--- config.mk ---
export PLATFORM = sky130hd
export DESIGN_NAME = mips_mem_arbiter_flat
export DESIGN_NICKNAME = d
export VERILOG_FILES = /design/src/rtl/mips_mem_arbiter_if.sv /design/src/rtl/mips_mem_arbiter.sv /design/src/flat_wrapper.sv
export SDC_FILE = /design/constraint.sdc
export NUM_CORES = 1
export LEC_CHECK = 0
export ABC_AREA = 0
export BUFFER_PORTS_ARGS = -buffer_cell sky130_fd_sc_hd__buf_2
export CORE_AREA = 2 2 105 107
export DETAILED_ROUTE_END_ITERATION = 10
export DIE_AREA = 0 0 107 109
export GPL_ROUTABILITY_DRIVEN = 0
export PLACE_DENSITY = 0.76
export SKIP_LAST_GASP = 1
export SLEW_MARGIN = 10
export SYNTH_ARGS = -nofsm -noshare
export SYNTH_HDL_FRONTEND = slang
export SYNTH_SLANG_ARGS = --single-unit
export TNS_END_PERCENT = 5
--- constraint.sdc ---
create_clock -name clk -period 2.3 [get_ports clk]
set_clock_uncertainty 0.1 [all_clocks]
set_input_delay 0 -clock clk [delete_from_list [all_inputs] [get_ports clk]]
set_output_delay 0 -clock clk [all_outputs]
set_load 0.005 [all_outputs]
--- src/rtl/mips_mem_arbiter_if.sv ---
// Shared SRAM-like memory port between the arbiter (master)
// and the memory bridge (slave).
interface mips_mem_arbiter_if;
    logic        req;
    logic        wr;
    logic [1:0]  size;
    logic [31:0] addr;
    logic [31:0] wdata;
    logic        addr_ok;
    logic        data_ok;
    logic [31:0] rdata;

    modport master (
        output req,
        output wr,
        output size,
        output addr,
        output wdata,
        input  addr_ok,
        input  data_ok,
        input  rdata
    );

    modport slave (
        input  req,
        input  wr,
        input  size,
        input  addr,
        input  wdata,
        output addr_ok,
        output data_ok,
        output rdata
    );
endinterface

--- src/rtl/mips_mem_arbiter.sv ---
// Shares one SRAM-like port between fetch and memory stage: data first,
// with a bounded starvation counter so fetch always makes progress.
module mips_mem_arbiter #(
    parameter int STARVE_LIMIT = 4
) (
    input  logic               clk,
    input  logic               resetn,
    input  logic               inst_req,
    input  logic [31:0]        inst_addr,
    output logic               inst_addr_ok,
    output logic               inst_data_ok,
    output logic [31:0]        inst_rdata,
    input  logic               data_req,
    input  logic               data_wr,
    input  logic [1:0]         data_size,
    input  logic [31:0]        data_addr,
    input  logic [31:0]        data_wdata,
    output logic               data_addr_ok,
    output logic               data_data_ok,
    output logic [31:0]        data_rdata,
    output logic               busy,
    mips_mem_arbiter_if.master mem
);
    localparam logic [2:0] LIMIT    = 3'(STARVE_LIMIT);
    localparam logic       OWN_INST = 1'b0;
    localparam logic       OWN_DATA = 1'b1;

    typedef enum logic [1:0] {
        IDLE,
        ADDR,
        DATA
    } state_t;

    state_t      state_q;
    state_t      state_d;
    logic        owner_q;
    logic        owner_d;
    logic [2:0]  starve_q;
    logic [2:0]  starve_d;
    logic        wr_q;
    logic        wr_d;
    logic [1:0]  size_q;
    logic [1:0]  size_d;
    logic [31:0] addr_q;
    logic [31:0] addr_d;
    logic [31:0] wdata_q;
    logic [31:0] wdata_d;

    logic        any_req;
    logic        grant_inst;
    logic        starve_hit;
    logic [2:0]  starve_inc;

    assign any_req    = inst_req | data_req;
    assign starve_hit = (starve_q == LIMIT);
    assign grant_inst = inst_req & (~data_req | starve_hit);
    assign starve_inc = starve_hit ? starve_q : starve_q + 3'd1;

    always_ff @(posedge clk) begin
        if (!resetn) begin
            state_q  <= IDLE;
            owner_q  <= OWN_INST;
            starve_q <= 3'd0;
            wr_q     <= 1'b0;
            size_q   <= 2'd0;
            addr_q   <= 32'd0;
            wdata_q  <= 32'd0;
        end else begin
            state_q  <= state_d;
            owner_q  <= owner_d;
            starve_q <= starve_d;
            wr_q     <= wr_d;
            size_q   <= size_d;
            addr_q   <= addr_d;
            wdata_q  <= wdata_d;
        end
    end

    always_comb begin
        state_d      = state_q;
        owner_d      = owner_q;
        starve_d     = starve_q;
        wr_d         = wr_q;
        size_d       = size_q;
        addr_d       = addr_q;
        wdata_d      = wdata_q;
        mem.req      = 1'b0;
        inst_addr_ok = 1'b0;
        data_addr_ok = 1'b0;
        inst_data_ok = 1'b0;
        data_data_ok = 1'b0;

        unique case (state_q)
            IDLE: begin
                if (any_req) begin
                    state_d = ADDR;
                    if (grant_inst) begin
                        owner_d  = OWN_INST;
                        starve_d = 3'd0;
                        wr_d     = 1'b0;
                        size_d   = 2'd2;
                        addr_d   = inst_addr;
                        wdata_d  = 32'd0;
                    end else begin
                        owner_d  = OWN_DATA;
                        // only counts while fetch is actually waiting
                        starve_d = inst_req ? starve_inc : 3'd0;
                        wr_d     = data_wr;
                        size_d   = data_size;
                        addr_d   = data_addr;
                        wdata_d  = data_wdata;
                    end
                end
            end
            ADDR: begin
                mem.req      = 1'b1;
                inst_addr_ok = mem.addr_ok & (owner_q == OWN_INST);
                data_addr_ok = mem.addr_ok & (owner_q == OWN_DATA);
                if (mem.addr_ok) begin
                    state_d = DATA;
                end
            end
            DATA: begin
                inst_data_ok = mem.data_ok & (owner_q == OWN_INST);
                data_data_ok = mem.data_ok & (owner_q == OWN_DATA);
                if (mem.data_ok) begin
                    state_d = IDLE;
                end
            end
            default: begin
                state_d = IDLE;
            end
        endcase
    end

    assign mem.wr     = wr_q;
    assign mem.size   = size_q;
    assign mem.addr   = addr_q;
    assign mem.wdata  = wdata_q;
    assign inst_rdata = mem.rdata;
    assign data_rdata = mem.rdata;
    assign busy       = (state_q != IDLE);
endmodule

--- src/flat_wrapper.sv ---
// flat-port wrapper written by rule: the top's interface ports become plain ports
module mips_mem_arbiter_flat 
#(
    parameter int STARVE_LIMIT = 4
)
  (clk, resetn, inst_req, inst_addr, inst_addr_ok, inst_data_ok, inst_rdata, data_req, data_wr, data_size, data_addr, data_wdata, data_addr_ok, data_data_ok, data_rdata, busy, mem_req, mem_wr, mem_size, mem_addr, mem_wdata, mem_addr_ok, mem_data_ok, mem_rdata);
  mips_mem_arbiter_if mem_i ();
  input  logic clk;
  input  logic resetn;
  input  logic inst_req;
  input  logic [31:0] inst_addr;
  output logic inst_addr_ok;
  output logic inst_data_ok;
  output logic [31:0] inst_rdata;
  input  logic data_req;
  input  logic data_wr;
  input  logic [1:0] data_size;
  input  logic [31:0] data_addr;
  input  logic [31:0] data_wdata;
  output logic data_addr_ok;
  output logic data_data_ok;
  output logic [31:0] data_rdata;
  output logic busy;
  output wire logic [$bits(mem_i.req)-1:0] mem_req;
  output wire logic [$bits(mem_i.wr)-1:0] mem_wr;
  output wire logic [$bits(mem_i.size)-1:0] mem_size;
  output wire logic [$bits(mem_i.addr)-1:0] mem_addr;
  output wire logic [$bits(mem_i.wdata)-1:0] mem_wdata;
  input wire logic [$bits(mem_i.addr_ok)-1:0] mem_addr_ok;
  input wire logic [$bits(mem_i.data_ok)-1:0] mem_data_ok;
  input wire logic [$bits(mem_i.rdata)-1:0] mem_rdata;
  assign mem_req = mem_i.req;
  assign mem_wr = mem_i.wr;
  assign mem_size = mem_i.size;
  assign mem_addr = mem_i.addr;
  assign mem_wdata = mem_i.wdata;
  assign mem_i.addr_ok = mem_addr_ok;
  assign mem_i.data_ok = mem_data_ok;
  assign mem_i.rdata = mem_rdata;
  mips_mem_arbiter #(.STARVE_LIMIT(STARVE_LIMIT)) u_core (.clk(clk), .resetn(resetn), .inst_req(inst_req), .inst_addr(inst_addr), .inst_addr_ok(inst_addr_ok), .inst_data_ok(inst_data_ok), .inst_rdata(inst_rdata), .data_req(data_req), .data_wr(data_wr), .data_size(data_size), .data_addr(data_addr), .data_wdata(data_wdata), .data_addr_ok(data_addr_ok), .data_data_ok(data_data_ok), .data_rdata(data_rdata), .busy(busy), .mem(mem_i));
endmodule
# Word level (Yosys, flattened, before mapping)

Index checks and enable logic that the tools add are counted.

Input bits: 137
Output and inout port bits: 137
Flip-flop bits (word level): 73
Word-level logic and storage cells: 46

Muxes and demuxes: 17
Bitwise operators: 9
$add $sub $neg: 1
Reductions and logical operators: 5
Equal/unequal tests: 7

Operator list:

| cell                                           | count |
|---|---|
| 2-to-1 mux 32 bit                              | 2 |
| 2-to-1 mux 3 bit                               | 3 |
| 2-to-1 mux 2 bit                               | 4 |
| 2-to-1 mux 1 bit                               | 7 |
| case mux 2 bit (3 select lines)                | 1 |
| AND reduction 3 bit                            | 2 |
| bitwise AND 1 bit                              | 5 |
| != test 2 bit (second input constant)          | 2 |
| adder 3 x 1 -> 3 bit (second input constant)   | 1 |
| == test 3 bit (second input constant)          | 1 |
| != test 3 x 2 -> 1 bit (second input constant) | 1 |
| == test 2 x 1 -> 1 bit (second input constant) | 1 |
| == test 2 bit (second input constant)          | 1 |
| logical NOT 2 bit                              | 1 |
| != test 2 x 1 -> 1 bit (second input constant) | 1 |
| inverter 1 bit                                 | 2 |
| bitwise OR 1 bit                               | 2 |
| AND reduction 2 bit                            | 1 |
| nonzero test 2 bit                             | 1 |

# Longest topological paths before layout

Depth in word-level cells: 5
Depth in mapped cells: 7
Gate-level depth less buffers: 5

# Worst setup path before layout

No wires, ideal clock.

Path kind: register to register
Start point: register u_core.starve_q[0]
End point: register u_core.size_q[1], in the netlist u_core.mem.size[1]
Buffers on the path: 1
Cell stages (with the launch flop): 7
Period minus slack after synthesis: 1665 ps
Library setup time: 116 ps
Data arrival time: 1449 ps
Setup slack: 635 ps
Data required time: 2084 ps
Cells stage by stage: dfxtp_1 inv_1 ha_1 a21bo_4 buf_6 a2111o_1 o211a_1

Longest elaborated chain between the ends: 4

Ends and longest elaborated chain:

| element                | RTL line               | text |
|---|---|---|
| start, declared        | mips_mem_arbiter.sv:38 | `logic [2:0] starve_q;` |
| start signal, assigned | mips_mem_arbiter.sv:71 | `starve_q <= starve_d;` |
| == test 3 bit          | mips_mem_arbiter.sv:55 | `assign starve_hit = (starve_q == LIMIT);` |
| bitwise OR 1 bit       | mips_mem_arbiter.sv:56 | `assign grant_inst = inst_req & (~data_req \| starve_hit);` |
| bitwise AND 1 bit      | mips_mem_arbiter.sv:56 |  |
| 2-to-1 mux 2 bit       | mips_mem_arbiter.sv:97 | `if (grant_inst) begin` |
| end signal, assigned   | mips_mem_arbiter.sv:73 | `size_q <= size_d;` |
| end, declared          | mips_mem_arbiter.sv:42 | `logic [1:0] size_q;` |

No other way between the ends.
A chain may end at the register's enable or synchronous reset.

# Final worst setup path

Start point: register u_core.starve_q[0]
End point: register u_core.addr_q[18], in the netlist u_core.mem.addr[18]

Longest elaborated chain between the ends: 4

Ends and longest elaborated chain:

| element              | RTL line               | text |
|---|---|---|
| == test 3 bit        | mips_mem_arbiter.sv:55 |  |
| bitwise OR 1 bit     | mips_mem_arbiter.sv:56 |  |
| bitwise AND 1 bit    | mips_mem_arbiter.sv:56 |  |
| 2-to-1 mux 32 bit    | mips_mem_arbiter.sv:97 |  |
| end signal, assigned | mips_mem_arbiter.sv:74 | `addr_q <= addr_d;` |
| end, declared        | mips_mem_arbiter.sv:44 | `logic [31:0] addr_q;` |

No other way between the ends.

==> key figures <==
Cells and area
  • Share of final-layout standard cells stronger than drive strength 1: 30.8%
  • Count of inserted antenna diode cells: 0
  • Core utilization of the finished layout: 57.4%
  • Final Instance Count excl. Fillers: 816
  • Post-route design area: 6090 µm²
  • Area added between synthesis and finish: 46.6%
  • Final #Nets: 810

Clock tree
  • CTS tree: yes
  • Clock latency on the worst-skew pair: 0.36 ns
  • H-tree levels: 3
  • Setup Buffers After CTS: 0
  • Clock transition at the register clock pins on the worst setup and hold paths after CTS: 0.08 ns
  • Clock root buffer master: sky130_fd_sc_hd__clkbuf_8
  • Deepest clock path buffer count: 2
  • Clk sinks: 73
  • TritonCTS Buffers: 9

STA
  • Worst slew margin relative to its limit: 56.6%
  • Final-layout worst hold slack: 0.00930 ns
  • Number of hold-slack violations in the final timing report: 0
  • # setup viols final: 0
  • Peak clock frequency supported by timing: 500 MHz
  • Final critical-path share of the clock period: 87.0%
  • Post-layout min period: 2.00 ns
  • Total negative slack for setup checks: 0 ns
  • Pins over their slew limit: 0
  • Transition time of the tightest slew-check pin: 0.651 ns
  • Setup repair after global routing missed its margin: no

Min path
  • Min-Delay Path Class: input pin to register
  • Endpoint, Worst Hold: u_core.mem.addr[8]$_SDFFE_PN0P_
  • Min-delay src: data_addr[8]
  • Instance count along the most critical hold path: 3

Floorplanning
  • Initial cell density of the core: 39.2%
  • DIE AREA: 11700 µm²
  • Ports: 274
  • Horiz. Die Dim: 107 µm
  • Num rows: 38
  • Core Area: 10600 µm²
  • Height of the die: 109 µm

Route
  • Count of TritonRoute iterations in the first routing pass: 4
  • Per-cell via count in the routed design: 5.61
  • Via count: 4581
  • DR WL/cell: 18.7 µm
  • Starting DRC count in detailed routing: 221
  • Total DRC errors in the routed layout: 0
  • Drt total wl: 15300 µm
  • Post-route ant nets: 0

Global route
  • Total overflow reported by the global router: 0
  • Pin count of the biggest net entering global routing: 70
  • Antenna violations before repair: 0
  • Via count of the first global-routing pass: 4615
  • First-pass GRT wire length: 23100 µm
  • Global-route usage over all layers: 25.6%

Critical path
  • Startpoint type of the worst setup path: register
  • R2R depth: 5
  • R2r setup slk: 0.30 ns
  • Worst Path Max Fanout: 69
  • Startpoint of the lowest-slack register-to-register path: u_core.starve_q[0]$_SDFFE_PN0P_
  • Arrival @ worst endpoint: 2.15 ns
  • CP endpoint kind: register
  • Worst Path Required: 2.44 ns
  • Endpoint of the worst register-to-register path: u_core.mem.addr[18]$_SDFFE_PN0P_
  • Startpoint-to-endpoint class of the critical path: register to register

Job
  • Max-cap check violation count: 0

Yosys
  • Flop and latch count out of synthesis: 73
  • Mapped Nets: 598
  • Gate count after technology mapping: 459
  • Part of the Yosys area used for sequential elements: 35.2%
  • Library cell with the largest summed area after synthesis: sky130_fd_sc_hd__dfxtp_1
  • Post-synthesis instance area: 4150 µm²
  • Mean instance size in the synthesized netlist: 9.05 µm²
  • Main area contributors after synthesis: sky130_fd_sc_hd__dfxtp_1 (35%), sky130_fd_sc_hd__a21boi_0 (12%), sky130_fd_sc_hd__buf_4 (12%)
  • Count of yosys warnings during synthesis: 0
  • Fraction of synthesized cell area taken by the top area cell type: 35.2%
  • Count of unique library cells instantiated by Yosys: 32

Place
  • Count of buffers from port buffering: 177
  • Placed cell count: 672
  • Total cell area at the placement stage: 4620 µm²
  • Hpwl dp: 9530 µm

Power and ir drop
  • Power per cell area: 553 nW/µm²
  • Worst IR drop on VDD: 0.332 mV
  • P_leak: 2.82 nW

Run status
  • Run status: complete, no violations
[layout by cell type, fill, tap and decap left out, types with 2 or more instances in the layout]
cell                            count
sky130_fd_sc_hd__nand3b_1           2
sky130_fd_sc_hd__buf_2            177
sky130_fd_sc_hd__dlygate4sd3_1    128
sky130_fd_sc_hd__inv_2              2
sky130_fd_sc_hd__nor2_1             3
sky130_fd_sc_hd__clkbuf_1           3
sky130_fd_sc_hd__inv_1              2
sky130_fd_sc_hd__o211a_1            2
sky130_fd_sc_hd__ha_1               2
sky130_fd_sc_hd__clkinv_2           2
sky130_fd_sc_hd__dfxtp_1           73
sky130_fd_sc_hd__o21bai_1          32
sky130_fd_sc_hd__o21ai_0           34
sky130_fd_sc_hd__nand2b_1           2
sky130_fd_sc_hd__clkbuf_8          10
sky130_fd_sc_hd__buf_4             11
sky130_fd_sc_hd__a21boi_0          67
sky130_fd_sc_hd__and3_1            34
sky130_fd_sc_hd__nor2_4             2
sky130_fd_sc_hd__nor2b_1            2
sky130_fd_sc_hd__o2111ai_1         34
sky130_fd_sc_hd__o22ai_1            2
sky130_fd_sc_hd__nand2_1            7
sky130_fd_sc_hd__o311a_1           32
[what timing repair did]
| item | 4_1_cts | 5_1_grt |
|---|---|---|
| hold buffers | 128 | 0 |
| resized for setup | 0 | 0 |
| setup endpoints to repair | 0 | 0 |
| endpoints found under the hold margin | 133 | 0 |
[metrics by stage]
stage	setup slack [ns]	total power, mW
floorplan	0.635	1.95
global route	0.170	3.54
CTS	0.377	3.37
finish	0.298	3.37
detailed placement	0.354	2.17
global placement	0.492	2.14
[worst max-delay path by stage]
| stage | startpoint | end | slack, ns |
|---|---|---|---|
| 2_1_floorplan | u_core.starve_q[0]$_SDFFE_PN0P_ | u_core.mem.size[1]$_SDFFE_PN0P_ | 0.64 |
| 3_3_place_gp | u_core.starve_q[0]$_SDFFE_PN0P_ | u_core.mem.addr[9]$_SDFFE_PN0P_ | 0.49 |
| 3_5_place_dp | u_core.starve_q[0]$_SDFFE_PN0P_ | u_core.mem.addr[24]$_SDFFE_PN0P_ | 0.35 |
| 4_1_cts | u_core.starve_q[0]$_SDFFE_PN0P_ | u_core.mem.addr[12]$_SDFFE_PN0P_ | 0.38 |
| 5_1_grt | u_core.starve_q[0]$_SDFFE_PN0P_ | u_core.mem.addr[18]$_SDFFE_PN0P_ | 0.17 |
| 6_report | u_core.starve_q[0]$_SDFFE_PN0P_ | u_core.mem.addr[18]$_SDFFE_PN0P_ | 0.30 |
[state kept, by name, summed over array words and instances, names as in the netlist]
name,flops
u_core.mem.addr,32
u_core.starve_q,3
u_core.mem.wdata,32
u_core.mem.size,2
u_core.mem.wr,1
u_core.state_q,2
u_core.owner_q,1
[Yosys cell counts]
| master | n |
|---|---|
| sky130_fd_sc_hd__nand2b_1 | 2 |
| sky130_fd_sc_hd__o21bai_1 | 32 |
| sky130_fd_sc_hd__o22ai_1 | 2 |
| sky130_fd_sc_hd__dfxtp_1 | 73 |
| sky130_fd_sc_hd__o21ai_1 | 1 |
| sky130_fd_sc_hd__a311o_1 | 1 |
| sky130_fd_sc_hd__buf_4 | 66 |
| sky130_fd_sc_hd__nand2_1 | 7 |
| sky130_fd_sc_hd__nor3_1 | 1 |
| sky130_fd_sc_hd__clkbuf_2 | 1 |
| sky130_fd_sc_hd__a21boi_0 | 67 |
| sky130_fd_sc_hd__o311a_1 | 32 |
| sky130_fd_sc_hd__clkbuf_1 | 39 |
| sky130_fd_sc_hd__or3_1 | 1 |
| sky130_fd_sc_hd__a21boi_1 | 1 |
| sky130_fd_sc_hd__a2111o_1 | 1 |
| sky130_fd_sc_hd__o2111ai_1 | 34 |
| sky130_fd_sc_hd__and3_1 | 34 |
| sky130_fd_sc_hd__buf_2 | 8 |
| sky130_fd_sc_hd__nor2_4 | 1 |
| sky130_fd_sc_hd__a21bo_4 | 1 |
| sky130_fd_sc_hd__nand3b_1 | 2 |
| sky130_fd_sc_hd__o21ai_0 | 34 |
| sky130_fd_sc_hd__ha_1 | 2 |
| sky130_fd_sc_hd__inv_1 | 2 |
| sky130_fd_sc_hd__inv_2 | 2 |
| sky130_fd_sc_hd__buf_6 | 2 |
| sky130_fd_sc_hd__nor2b_1 | 2 |
| sky130_fd_sc_hd__nor4_1 | 1 |
| sky130_fd_sc_hd__nor2_1 | 4 |
| sky130_fd_sc_hd__o211a_1 | 2 |
| sky130_fd_sc_hd__nand3_1 | 1 |
[cell type report]
cell class	instances	area, µm²
timing repair buffer	317	2270
multi-input combinational	266	1980
tap	140	175
inverter	4	15.0
fill	860	4510
clock inverter	3	40.0
clock buffer	13	149
sequential	73	1460
[logic make-up (layout without fill, tap and decap cells)]
group	count (synthesis)	after routing	share of synthesized area, %
simple gates	56	56	7.89
compound gates	208	208	38.9
buf+inv	120	337	17.4
flops	73	73	35.2
fa+ha+maj	2	2	0.602
[critical path, stage by stage, from the launching register on]
cell and delay, ns:
sky130_fd_sc_hd__dfxtp_1 0.33, sky130_fd_sc_hd__inv_1 0.08, sky130_fd_sc_hd__ha_1 0.19, sky130_fd_sc_hd__a21bo_4 0.53, sky130_fd_sc_hd__a21boi_0 0.26, sky130_fd_sc_hd__o311a_1 0.38
[metal layers]
layer  track usage [%]  share of wire, %
met5                 0                 0
met4              14.1               3.9
met3              4.30               7.5
met2              46.6                51
met1              28.3                38
[report_power, final]
part	internal, mW	switching (mW)	total [mW]
combinational	0.474	0.442	0.916
sequential	1.38	0.0625	1.44
clock	0.529	0.479	1.01
Note: power is estimated with default switching activity, not from simulation.
